<file path="src/rtl/fetch_stage.sv">
// Instruction-fetch stage with IF/ID register: single-outstanding imem requests,
// one-entry skid buffer for decode stalls, and execute-stage redirect/flush.
module fetch_stage #(
    parameter int unsigned           XLEN      = 32,
    parameter logic [XLEN-1:0]       RESET_PC  = '0,
    parameter logic [31:0]           NOP_INSTR = 32'h0000_0013
) (
    input  logic            clk,
    input  logic            rst,
    input  logic            stallPipe,
    input  logic            redirect,
    input  logic [XLEN-1:0] redirect_pc,
    output logic            imem_req,
    output logic [XLEN-1:0] imem_addr,
    input  logic            imem_ready,
    input  logic            imem_rvalid,
    input  logic [31:0]     imem_rdata,
    output logic            id_valid,
    output logic [31:0]     id_instr,
    output logic [XLEN-1:0] id_pc
);

    typedef enum logic {S_IDLE, S_WAIT} state_t;

    state_t          state_q, state_d;
    logic [XLEN-1:0] pc_q, pc_d;
    logic [XLEN-1:0] pend_pc_q, pend_pc_d;
    logic            kill_q, kill_d;
    logic            buf_valid_q, buf_valid_d;
    logic [31:0]     buf_instr_q, buf_instr_d;
    logic [XLEN-1:0] buf_pc_q, buf_pc_d;
    logic            id_valid_q, id_valid_d;
    logic [31:0]     id_instr_q, id_instr_d;
    logic [XLEN-1:0] id_pc_q, id_pc_d;

    logic accept;
    logic deliver;

    // A full buffer or a redirect suppresses issue so the skid entry can never overflow.
    assign imem_req  = !rst && (state_q == S_IDLE) && !buf_valid_q && !redirect;
    assign imem_addr = pc_q;
    assign accept    = imem_req && imem_ready;
    assign deliver   = (state_q == S_WAIT) && imem_rvalid && !kill_q;

    assign id_valid  = id_valid_q;
    assign id_instr  = id_instr_q;
    assign id_pc     = id_pc_q;

    always_comb begin
        state_d     = state_q;
        pc_d        = pc_q;
        pend_pc_d   = pend_pc_q;
        kill_d      = kill_q;
        buf_valid_d = buf_valid_q;
        buf_instr_d = buf_instr_q;
        buf_pc_d    = buf_pc_q;
        id_valid_d  = id_valid_q;
        id_instr_d  = id_instr_q;
        id_pc_d     = id_pc_q;

        case (state_q)
            S_IDLE: begin
                if (accept) begin
                    pend_pc_d = pc_q;
                    pc_d      = pc_q + XLEN'(4);
                    state_d   = S_WAIT;
                end
            end
            S_WAIT: begin
                if (imem_rvalid) begin
                    state_d = S_IDLE;
                    kill_d  = 1'b0;
                end
            end
            default: state_d = S_IDLE;
        endcase

        if (redirect) begin
            pc_d        = redirect_pc & ~XLEN'(3);
            id_valid_d  = 1'b0;
            id_instr_d  = NOP_INSTR;
            buf_valid_d = 1'b0;
            if ((state_q == S_WAIT) && !imem_rvalid) begin
                kill_d = 1'b1;
            end
        end else if (stallPipe) begin
            if (deliver) begin
                buf_valid_d = 1'b1;
                buf_instr_d = imem_rdata;
                buf_pc_d    = pend_pc_q;
            end
        end else if (buf_valid_q) begin
            id_valid_d  = 1'b1;
            id_instr_d  = buf_instr_q;
            id_pc_d     = buf_pc_q;
            buf_valid_d = 1'b0;
        end else if (deliver) begin
            id_valid_d  = 1'b1;
            id_instr_d  = imem_rdata;
            id_pc_d     = pend_pc_q;
        end else begin
            id_valid_d  = 1'b0;
            id_instr_d  = NOP_INSTR;
        end
    end

    always_ff @(posedge clk) begin
        if (rst) begin
            state_q     <= S_IDLE;
            pc_q        <= RESET_PC;
            pend_pc_q   <= '0;
            kill_q      <= 1'b0;
            buf_valid_q <= 1'b0;
            buf_instr_q <= NOP_INSTR;
            buf_pc_q    <= '0;
            id_valid_q  <= 1'b0;
            id_instr_q  <= NOP_INSTR;
            id_pc_q     <= '0;
        end else begin
            state_q     <= state_d;
            pc_q        <= pc_d;
            pend_pc_q   <= pend_pc_d;
            kill_q      <= kill_d;
            buf_valid_q <= buf_valid_d;
            buf_instr_q <= buf_instr_d;
            buf_pc_q    <= buf_pc_d;
            id_valid_q  <= id_valid_d;
            id_instr_q  <= id_instr_d;
            id_pc_q     <= id_pc_d;
        end
    end

endmodule
</file>
<file path="config.mk">
export PLATFORM = sky130hd
export DESIGN_NAME = fetch_stage
export DESIGN_NICKNAME = d
export VERILOG_FILES = /design/src/rtl/fetch_stage.sv
export SDC_FILE = /design/constraint.sdc
export NUM_CORES = 1
export LEC_CHECK = 0
export BUFFER_PORTS_ARGS = -buffer_cell sky130_fd_sc_hd__buf_4
export CAP_MARGIN = 40
export CORE_UTILIZATION = 47
export DETAILED_ROUTE_END_ITERATION = 10
export PLACE_DENSITY = 0.71
export REMOVE_ABC_BUFFERS = 1
export SYNTH_ARGS = -nofsm -noshare
export SYNTH_HDL_FRONTEND = slang
export SYNTH_SLANG_ARGS = --single-unit
</file>
<file path="constraint.sdc">
create_clock -name clk -period 2.7 [get_ports clk]
set_input_delay 0.675 -clock clk [delete_from_list [all_inputs] [get_ports clk]]
set_output_delay 0.675 -clock clk [all_outputs]
set_load 0.01 [all_outputs]
</file>
Yosys cells after proc, flatten, opt, wreduce, memory -nomap -nowiden
Cells that the tools add are included.
{ "totals": {"ff_bits": 196, "out_inout_bits": 98, "word_cells": 52} }
{ "classes": {"addsub": 1, "n_eq_ne": 1, "muxes": 16, "bitwise_logic": 3, "n_reduce_logical": 20} }
{ "op_table": {"columns": ["op", "n"], "rows": [
  ["two-way mux 32 bit", 7],
  ["adder 32 x 3 -> 32 bit, second input constant", 1],
  ["two-way mux 1 bit", 8],
  ["logical AND 1 bit", 7],
  ["AND reduction 3 bit", 2],
  ["zero test 1 bit", 5],
  ["AND reduction 2 bit", 2],
  ["nonzero test 2 bit", 2],
  ["NOT 1 bit", 3],
  ["OR reduction 3 bit", 1],
  ["!= test 2 bit, second input constant", 1],
  ["case mux 1 bit (2 select lines)", 1],
  ["OR reduction 2 bit", 1]
]} }

Longest topological paths before layout
Gate-level depths: netlist of run 1.
{ "depth": {"ltp_word": 8, "depth_mapped": 9} }

Worst setup path after synthesis of run 1
OpenSTA, ideal clock, no wires.
{ "synth_path": {"path_kind": "input to register", "startpoint": "input redirect", "endpoint": "register pc_q[30] (netlist: imem_addr[30])", "setup_time_ns": 0.079, "arrival_time_ns": 2.436, "setup_slack_ns": 0.185, "path_stages": 7, "n_path_buf": 2, "cell_sequence": "clkbuf_1 or4_4 buf_6 nor4_4 nand3_2 or4_1 o211ai_1"} }
{ "synth_via": {"elab_chain_len": 5} }
{ "synth_rtl": {"columns": ["item", "line_no", "source"], "rows": [
  ["start: declaration", "11", "input logic redirect,"],
  ["zero test 1 bit", "40", "assign imem_req = !rst && (state_q == S_IDLE) && !buf_valid_q && !redirect;"],
  ["logical AND 1 bit", "40", null],
  ["logical AND 1 bit", "42", "assign accept = imem_req && imem_ready;"],
  ["nonzero test 2 bit (no source line)", null, null],
  ["AND reduction 2 bit (no source line)", null, null],
  ["end signal: assignment", "121", "pc_q <= pc_d;"],
  ["end: declaration", "26", "logic [XLEN-1:0] pc_q, pc_d;"]
]} }
Parallel ways exist; a longest one is shown, timed or not.
A chain may end at the register's enable or synchronous reset.

Worst setup path in the final report of run 1
{ "layout_path": {"startpoint": "register state_q", "endpoint": "output imem_req"} }
{ "layout_via": {"elab_chain_len": 4} }
{ "layout_rtl": {"columns": ["item", "line_no", "source"], "rows": [
  ["start: declaration", "25", "state_t state_q, state_d;"],
  ["start signal: assignment", "120", "state_q <= state_d;"],
  ["NOT 1 bit (no source line)", null, null],
  ["logical AND 1 bit (3 in series)", "40", null],
  ["end: declaration", "13", "output logic imem_req,"]
]} }
Every way passes these cells.

==> out/qor.txt, run 1 <==
status: finished clean
Adder-Cell Fraction of Synth Area: 0.161%
Gate power share: 7.9%
core area: 0.0160 mm2
post-synthesis sequential area ratio: 48.6%
initial antenna violation count: 0
nets@finish: 1,135
FF-to-FF End: imem_addr[30]
Mapped Cells: 932
switching portion of total power: 25.4%
RSZ-0062 raised after global routing: no
vias in the first global route: 6,297
# DRC: 0
Reg power frac: 49.4%
PostCTS Resize Cnt: 0
total power: 5.87 mW
Max IR drop VDD: 0.412 mV
asr flop ratio synth: 0%
area share of and/or/nand/nor cells after synthesis: 23.0%
Yosys reg bits: 188
HP Class: in -> reg
average wire per standard cell: 15.8 um
R2R Setup Slk: 480 ps
CTS tree: yes
WP data required: 2030 ps
Pint: 4.38 mW
largest family of logic cells by synthesized area: simple AND/OR/NAND/NOR gates
mean area per synthesized cell: 8.31 um2
DR vias/cell: 5.48
FF+latch area: 0.00377 mm2
Longest Clk Path Bufs: 2
final wirelength: 20,400 um
Max Transition Viols Final: 0
clock-pin slew of the registers on the worst-case setup and hold paths: 70 ps
Port Buf Inserts: 161
htree depth: 4
Starting Density: 48.4%
Yosys warning count: 0
Final Hold Violating Endpoints: 0
Vias: 7,088
kind of critical path: reg -> out
Top FF cell, synth: dfxtp_1
total gr overflow: 0
HP Start: imem_rvalid
largest net degree at the start of global routing: 119
slew margin rel.: 62.5%
DIE WIDTH: 130 um
leakage: 3.55 nW
ratio of cells with drive above 1 in the final layout: 22.0%
area occupied by multi-input gates: 0.00365 mm2
RR Startpoint: state_q
clk_skew: 10.3 ps
multiplexer share of the synthesized area: 4.72%
max-cap violation count: 0
area grow syn2layout: 26.4%
Post-synth EDFFs: 0
switching power: 1.49 mW
commonest non-fill, non-tap cell in the layout: nand2_1
Std-Cell Rows: 46
PwrDens: 599 mW/mm2
slowest stage delay, CP: 600 ps
Hold Path Depth: 2
clock sink count: 188
R2R cell count: 5
Worst path slowest cell: or4_4
Placer Congestion: 0.847
most frequent cells in the layout: nand2_1, dfxtp_1, buf_4
Antenna Cells: 0
Clk network pwr share: 42.7%
CP endpoint kind: primary output
period utilisation layout: 86.4%
postcts setup bufs: 0
area leader, netlist: dfxtp_1
DP Wirelength: 13,200 um
Final Non-Filler Cells: 1,293
startpoint class of the critical path: register
worst-skew pair later-pin latency: 430 ps
Detailed Route Iter0 Violations: 531
die area: 0.0170 mm2
xor/xnor share of the synthesized area: 0.565%
final setup fails: 0
Mapped Area: 0.00775 mm2
FMAX: 429 MHz
CP delay by family, top: simple AND/OR/NAND/NOR gates
worst-margin pin slew: 559 ps
FILL cells: 1,469
overall global routing resource usage: 24.2%
CP Buf/Inv Count: 2
Yosys top cell area share: 48.6%
Compound-Gate Fraction of Synth Area: 18.3%
setup tns final: 0 ps
CTS Hold Buffers Added: 0
Yosys cell types: 49
minimum clock period: 2330 ps
first-pass GRT wire length: 32,300 um
antenna-violating nets left: 0
worst-path cell chain: or4_4 -> inv_2 -> buf_4
Die Y: 130 um
top cells by area, synth: dfxtp_1, nand2_1, a21oi_1, mux2i_1, clkbuf_1
crit path DAT: 1660 ps
CP max FO: 6
CTS root buf: clkbuf_16
placed cells: 1,261
CTS buffer count: 17
Top Ports: 168
drt pass-1 iters: 5
-- cells by family after synthesis --
| kind of cell | count (synthesis) |
|---|---|
| adders and majority gates | 1 |
| muxes | 36 |
| xor gates and xnor gates | 5 |
| and+or+nand+nor | 387 |
| DFF | 188 |
| other | 1 |
| buffers and inverters | 87 |
| AOI/OAI and AO/OA | 227 |
-- flip-flops by register name, summed over array words and instances (netlist names), named ones only --
name         cells
buf_instr_q     32
buf_pc_q        30
buf_valid_q      1
id_instr        32
id_pc           30
id_valid         1
imem_addr       30
pend_pc_q       30
state_q          1
-- power groups by stage --
stage                     registers [mW]  clock network (mW)  logic [mW]
final                               2.90                2.51       0.463
after detailed placement            2.96                   0       0.462
after floorplan                     2.97                   0       0.157
after global routing                2.91                2.67       0.506
after CTS                           2.90                2.55       0.464
after global placement              2.96                   0       0.458
-- area by class of cell --
type	instances	area share [%]
Inverter	10	0.383
Sequential cell	188	38.5
Tap cell	216	2.76
Multi-Input combinational cell	660	37.3
Clock buffer	18	4.48
Clock inverter	14	1.51
Timing Repair Buffer	187	15.1
-- stage by stage --
step	hold slack (ps)	area, um2	setup slack, ps	util [%]
final	438	9800	368	61.2
after global routing	431	9800	329	61.2
after CTS	420	9800	365	61.2
after detailed placement	447	9210	137	57.6
after global placement	441	9210	148	57.6
after floorplan	430	7440	-2810	-
-- layer usage --
| layer | wire length [um] | part of all wire (%) | up-vias | track usage (%) |
|---|---|---|---|---|
| met5 | 0 | 0 | - | 0 |
| met3 | 1380 | 6.8 | 21 | 4.48 |
| met1 | 9670 | 47 | 3264 | 34.0 |
| li1 | - | - | 3548 | - |
| met4 | 230 | 1.1 | 0 | 7.98 |
| met2 | 9100 | 45 | 255 | 37.4 |
-- Yosys cell counts (2+ instances only) --
master    count
nor4_1        6
a21oi_1     123
and2_1        3
o311ai_0      7
xnor2_1       3
dfxtp_1     188
nand2_1     212
buf_4         4
and4_1        6
mux2_2        4
clkbuf_1     70
mux2i_1      32
or3_1         6
a32oi_1       2
o22ai_1       6
o211ai_1      8
a211oi_1     33
nand4_1      10
buf_6         2
nor2b_1      30
inv_1         9
xor2_1        2
nor3_1       37
or4_1         3
a22oi_1       2
a31oi_1       7
o21ai_0       6
nor2_1       45
and3_1        5
nand3b_1      3
a221oi_1     29
nand3_1      12
-- worst max path at each step --
| stage | cells after the start | startpoint | end |
|---|---|---|---|
| final | 3 | state_q | imem_req |
| after global routing | 3 | state_q | imem_req |
| after CTS | 3 | state_q | imem_req |
| after detailed placement | 6 | redirect | imem_addr[30] |
| after global placement | 6 | redirect | imem_addr[30] |
| after floorplan | 3 | buf_valid_q | id_pc[10] |
No activity file was read; power rests on OpenSTA's default activity.
==> inputs of run 2 (changes only) <==
- CAP_MARGIN: 40 -> not set
- clock period: 2.7 -> 2.3 ns (I/O delays scaled with it)
==> run 2 against run 1 <==
Routed wire length increased by 1.4%. Count of clock-buffer cells in the layout unchanged. First-iteration DRC count down 6.0%. Flip-flop and latch count is the same. Die area unchanged. Design area up 1.3%. Sequential power rose by 17%. Highest routed layer unchanged.
==> out/qor.txt, run 2 (synthesis gave the netlist of run 1 again) <==
most frequent cells in the layout: nand2_1, buf_4, dfxtp_1
RSZ-0062 raised after global routing: no
clock sink count: 188 (unchanged)
area occupied by multi-input gates: 0.00365 mm2 (unchanged)
Max IR drop VDD: 0.558 mV (+35%)
final setup fails: 0 (unchanged)
antenna-violating nets left: 0 (unchanged)
htree depth: 4 (unchanged)
clock-pin slew of the registers on the worst-case setup and hold paths: 70 ps (about the same)
Antenna Cells: 0 (unchanged)
average wire per standard cell: 15.8 um (+0.19%)
Worst Setup EP: imem_req
switching portion of total power: 24.5% (-0.85 points)
Final Hold Violating Endpoints: 0 (unchanged)
worst-margin pin slew: 613 ps (+54.3 ps)
total power: 6.95 mW (+18%)
Std-Cell Rows: 46 (unchanged)
FF+latch area: 0.00377 mm2 (unchanged)
leakage: 3.64 nW (+2.6%)
area grow syn2layout: 28.0%
final wirelength: 20,700 um (+1.4%)
crit path DAT: 1630 ps (-30 ps)
worst-path cell chain: or4_4 -> inv_2 -> buf_4
HP Class: in -> reg
PostCTS Resize Cnt: 0 (unchanged)
placed cells: 1,276 (+1.2%)
Worst Setup SP: buf_valid_q
nets@finish: 1,150 (+1.3%)
Port Buf Inserts: 161 (unchanged)
Max Transition Viols Final: 0 (unchanged)
Worst path slowest cell: or4_4
RR Startpoint: buf_valid_q
Vias: 7,153 (+0.92%)
postcts setup bufs: 0 (unchanged)
Pint: 5.24 mW (+20%)
slew margin rel.: 59.1% (-3.3 points)
switching power: 1.71 mW (+14%)
drt pass-1 iters: 6 (+1)
startpoint class of the critical path: register
DR vias/cell: 5.47 (-0.24%)
first-pass GRT wire length: 32,700 um (+1.5%)
largest net degree at the start of global routing: 68 (-43%)
# DRC: 0 (unchanged)
CTS buffer count: 17 (unchanged)
DP Wirelength: 13,700 um (+3.6%)
Die Y: 130 um (unchanged)
total gr overflow: 0 (unchanged)
clk_skew: 9.30 ps (-0.999 ps)
Final Instance Area: 0.00992 mm2 (+1.3%)
FMAX: 453 MHz
CP max FO: 4 (-2)
minimum clock period: 2210 ps
Placer Congestion: 0.859 (+1.4%)
Final Non-Filler Cells: 1,308 (+1.2%)
Detailed Route Iter0 Violations: 499 (-6.0%)
WP data required: 1730 ps (-300 ps)
Top Ports: 168 (unchanged)
FILL cells: 1,456 (-0.88%)
slowest stage delay, CP: 590 ps (about the same)
worst-skew pair later-pin latency: 440 ps (about the same)
R2R Setup Slk: 120 ps (-360 ps)
CTS tree: yes
Gate power share: 8.3% (+0.4 points)
DIE WIDTH: 130 um (unchanged)
Clk network pwr share: 43.0% (+0.3 points)
CP endpoint kind: primary output
Reg power frac: 48.8% (-0.6 points)
Starting Density: 48.4% (unchanged)
placed inst area: 0.00932 mm2 (+1.2%)
FF-to-FF End: imem_addr[30]
core area: 0.0160 mm2 (unchanged)
kind of critical path: reg -> out
max-cap violation count: 0 (unchanged)
R2R cell count: 5 (unchanged)
number of cells on the critical path: 3 (unchanged)
initial antenna violation count: 0 (unchanged)
PwrDens: 701 mW/mm2 (+17%)
commonest non-fill, non-tap cell in the layout: nand2_1
period utilisation layout: 95.9%
hold_ws: 338 ps (-101 ps)
overall global routing resource usage: 24.7% (+0.55 points)
vias in the first global route: 6,550 (+4.0%)
CTS Hold Buffers Added: 0 (unchanged)
CTS root buf: clkbuf_16
ratio of cells with drive above 1 in the final layout: 23.1% (+1.1 points)
CP delay by family, top: simple AND/OR/NAND/NOR gates
die area: 0.0170 mm2 (unchanged)
Longest Clk Path Bufs: 2 (unchanged)
status: finished clean
CP Buf/Inv Count: 2 (unchanged)
-- run 2: cell types whose count changed in the layout (fill, tap and decap cells not counted) --
cell        previous run  this run
buf_4                181       196
clkinv_2               0         2
clkinv_4               1         3
clkinvlp_4             3         1
inv_8                  3         1
bufinv_16              1         2
inv_6                  6         5
-- run 2: worst register-to-register path: stages (launching register included) --
cell	delay, ps
dfxtp_4	360
or4_4	590
nor4_4	310
nand3_2	210
or4_1	540
o211ai_1	90
-- run 2: worst min path at each step --
stage | depth (start not counted) | slack [ps] | startpoint | to
after detailed placement | 2 | 450 | buf_pc_q[9] | buf_pc_q[9]
after global routing | 2 | 340 | imem_rvalid | register
after CTS | 2 | 320 | imem_rvalid | register
after floorplan | 2 | 430 | buf_pc_q[10] | buf_pc_q[10]
after global placement | 2 | 440 | buf_pc_q[18] | buf_pc_q[18]
final | 2 | 340 | imem_rvalid | register
-- run 2: per-layer routing --
metal | global-route usage, % | part of all wire (%) | vias up | routed length, um
met2 | 40.1 | 46 | 257 | 9500
met1 | 33.0 | 46 | 3298 | 9460
li1 | - | - | 3578 | -
met3 | 5.17 | 7.0 | 20 | 1450
met5 | 0 | 0 | - | 0
met4 | 7.91 | 1.2 | 0 | 251
-- run 2: stage by stage --
stage               setup slack, ps  TNS, ps  util [%]
CTS                            83.8        0      62.0
global route                   36.3        0      62.0
detailed placement             -139     -315      58.3
finish                         93.2        0      62.0
global placement               -103     -212      58.3
floorplan                     -3210  -194320         -
-- run 2: area by class of cell --
class	instances	share of cell area (%)
clock buffer	18	4.43
tap	216	2.72
inverter	10	0.378
timing repair buffer	202	16.0
clock inverter	14	1.60
sequential	188	38.0
multi-input combinational	660	36.8
-- run 2: power groups by stage --
stage          registers [mW]  logic, mW  clock network, mW
3_5_place_dp             3.46      0.570                  0
6_report                 3.39      0.574               2.99
3_3_place_gp             3.46      0.569                  0
4_1_cts                  3.39      0.573               3.03
5_1_grt                  3.40      0.625               3.16
2_1_floorplan            3.48      0.184                  0
==> inputs of run 3 (changes only) <==
- CORE_UTILIZATION: 47 -> 45
- PLACE_DENSITY: 0.71 -> 0.68
==> run 3 against run 2 <==
Total power down 3.2%. Clock power is 7.4% lower. Final cell count increased by 0.15%. Die area rose by 4.4%. Register-to-register slack better by 60 ps. Hold slack gained 7.8 ps. Clock skew is 2.4 ps higher. Fmax grew 0.99%. Combinational power decreased by 1%. Utilization down 2.9 points. Critical endpoint unchanged. Highest routed layer unchanged.
==> out/qor.txt, run 3 (synthesis gave the netlist of run 1 again) <==
max-cap violation count: 0 (unchanged)
final setup fails: 0 (unchanged)
overall global routing resource usage: 23.6% (-1.1 points)
first-pass GRT wire length: 33,500 um (+2.3%)
ratio of cells with drive above 1 in the final layout: 22.8% (-0.23 points)
CTS tree: yes
Final Non-Filler Cells: 1,310 (+0.15%)
initial antenna violation count: 0 (unchanged)
Std-Cell Rows: 47 (+2.2%)
HP Class: in -> reg
total gr overflow: 0 (unchanged)
vias in the first global route: 6,463 (-1.3%)
CTS root buf: clkbuf_16
Max Transition Viols Final: 0 (unchanged)
worst-skew pair later-pin latency: 430 ps (about the same)
htree depth: 4 (unchanged)
Worst path slowest cell: or4_4
met1 usage: 32.4% (-0.54 points)
area grow syn2layout: 27.3%
crit path DAT: 1610 ps (-20 ps)
FMAX: 458 MHz (+0.99%)
Vias: 7,097 (-0.78%)
FF+latch area: 0.00377 mm2 (unchanged)
area occupied by multi-input gates: 0.00365 mm2 (unchanged)
DR vias/cell: 5.42 (-0.93%)
antenna-violating nets left: 0 (unchanged)
# DRC: 0 (unchanged)
Detailed Route Iter0 Violations: 374 (-25%)
number of cells on the critical path: 3 (unchanged)
R2R cell count: 5 (unchanged)
Top Ports: 168 (unchanged)
final wirelength: 20,600 um (-0.26%)
leakage: 3.60 nW (-1.1%)
Antenna Cells: 0 (unchanged)
CP delay by family, top: simple AND/OR/NAND/NOR gates
kind of critical path: reg -> out
Final Hold Violating Endpoints: 0 (unchanged)
status: finished clean
CP endpoint kind: primary output
Port Buf Inserts: 161 (unchanged)
DP Wirelength: 13,400 um (-1.9%)
placed inst area: 0.00931 mm2 (-0.11%)
largest net degree at the start of global routing: 99 (+46%)
Max IR drop VDD: 0.548 mV (-1.8%)
PostCTS Resize Cnt: 0 (unchanged)
Global Route met2 Usage: 37.1% (-2.9 points)
startpoint class of the critical path: register
CTS Hold Buffers Added: 0 (unchanged)
clock-pin slew of the registers on the worst-case setup and hold paths: 70 ps (about the same)
Longest Clk Path Bufs: 2 (unchanged)
DIE WIDTH: 133 um (+2.2%)
Hold Path Depth: 2 (unchanged)
postcts setup bufs: 0 (unchanged)
Starting Density: 46.4% (-2.0 points)
minimum clock period: 2190 ps (-21.7 ps)
placed cells: 1,278 (+0.16%)
clock sink count: 188 (unchanged)
average wire per standard cell: 15.7 um (-0.41%)
drt pass-1 iters: 7 (+1)
RSZ-0062 raised after global routing: no
slowest stage delay, CP: 580 ps (about the same)
CP max FO: 4 (unchanged)
FILL cells: 1,577 (+8.3%)
worst-margin pin slew: 613 ps (+0.469 ps)
Placer Congestion: 0.858 (-0.16%)
Die Y: 133 um (+2.2%)
period utilisation layout: 95.0% (-0.94 points)
most utilized layer in the global route result: met2
Final Instance Area: 0.00986 mm2 (-0.57%)
CP Buf/Inv Count: 2 (unchanged)
clk_skew: 11.8 ps (+2.45 ps)
commonest non-fill, non-tap cell in the layout: nand2_1
met3 Use GR: 5.06% (-0.11 points)
nets@finish: 1,148 (-0.17%)
slew margin rel.: 59.1% (about the same)
CTS buffer count: 17 (unchanged)
WP data required: 1730 ps (about the same)
core area: 0.0167 mm2 (+4.4%)
die area: 0.0177 mm2 (+4.4%)
worst-path cell chain: or4_4 -> inv_2 -> buf_4
most frequent cells in the layout: nand2_1, buf_4, dfxtp_1
PwrDens: 682 mW/mm2 (-2.6%)
## run 3: cell count changes in the layout (fill, tap and decap cells not counted), sizes merged
cell / change
buf: -2
bufinv: -2
clkbuf: +1
clkinv: +1
## run 3: per-stage QoR
stage | worst slack (ps) | TNS (ps) | hold slack, ps | util [%] | total power [mW]
5_1_grt | 75.8 | 0 | 332 | 59.1 | 7.00
6_report | 115 | 0 | 345 | 59.1 | 6.73
4_1_cts | 97.6 | 0 | 328 | 59.1 | 6.80
2_1_floorplan | -3210 | -194320 | 430 | - | 3.67
3_3_place_gp | -70.0 | -70.0 | 441 | 55.8 | 4.03
3_5_place_dp | -82.5 | -101 | 446 | 55.8 | 4.03
## run 3: area by class of cell
cell class / count / share of cell area (%)
sequential: 188 / 38.2
multi-input combinational: 660 / 37.1
timing repair buffer: 200 / 16.0
clock buffer: 19 / 4.49
tap: 220 / 2.79
clock inverter: 13 / 1.10
inverter: 10 / 0.381
## run 3: report_power, final
group,leakage (nW),internal (mW),switching [mW]
logic,1.81,0.262,0.305
registers,1.53,3.32,0.0700
clock network,0.270,1.44,1.33
## run 3: per-layer routing
layer / vias to the layer above / wire length (um)
met5: - / 0
met1: 3295 / 9400
met4: 0 / 231
met3: 18 / 1440
li1: 3576 / -
met2: 208 / 9540
## run 3: path summary, 6_finish.rpt
path / from / to / slack (ps)
worst min register to register: buf_pc_q[31] / buf_pc_q[31] / 450
worst min-delay path: imem_rvalid / register / 350
worst max register to register: buf_valid_q / imem_addr[30] / 180
worst max-delay path: buf_valid_q / imem_req / 110
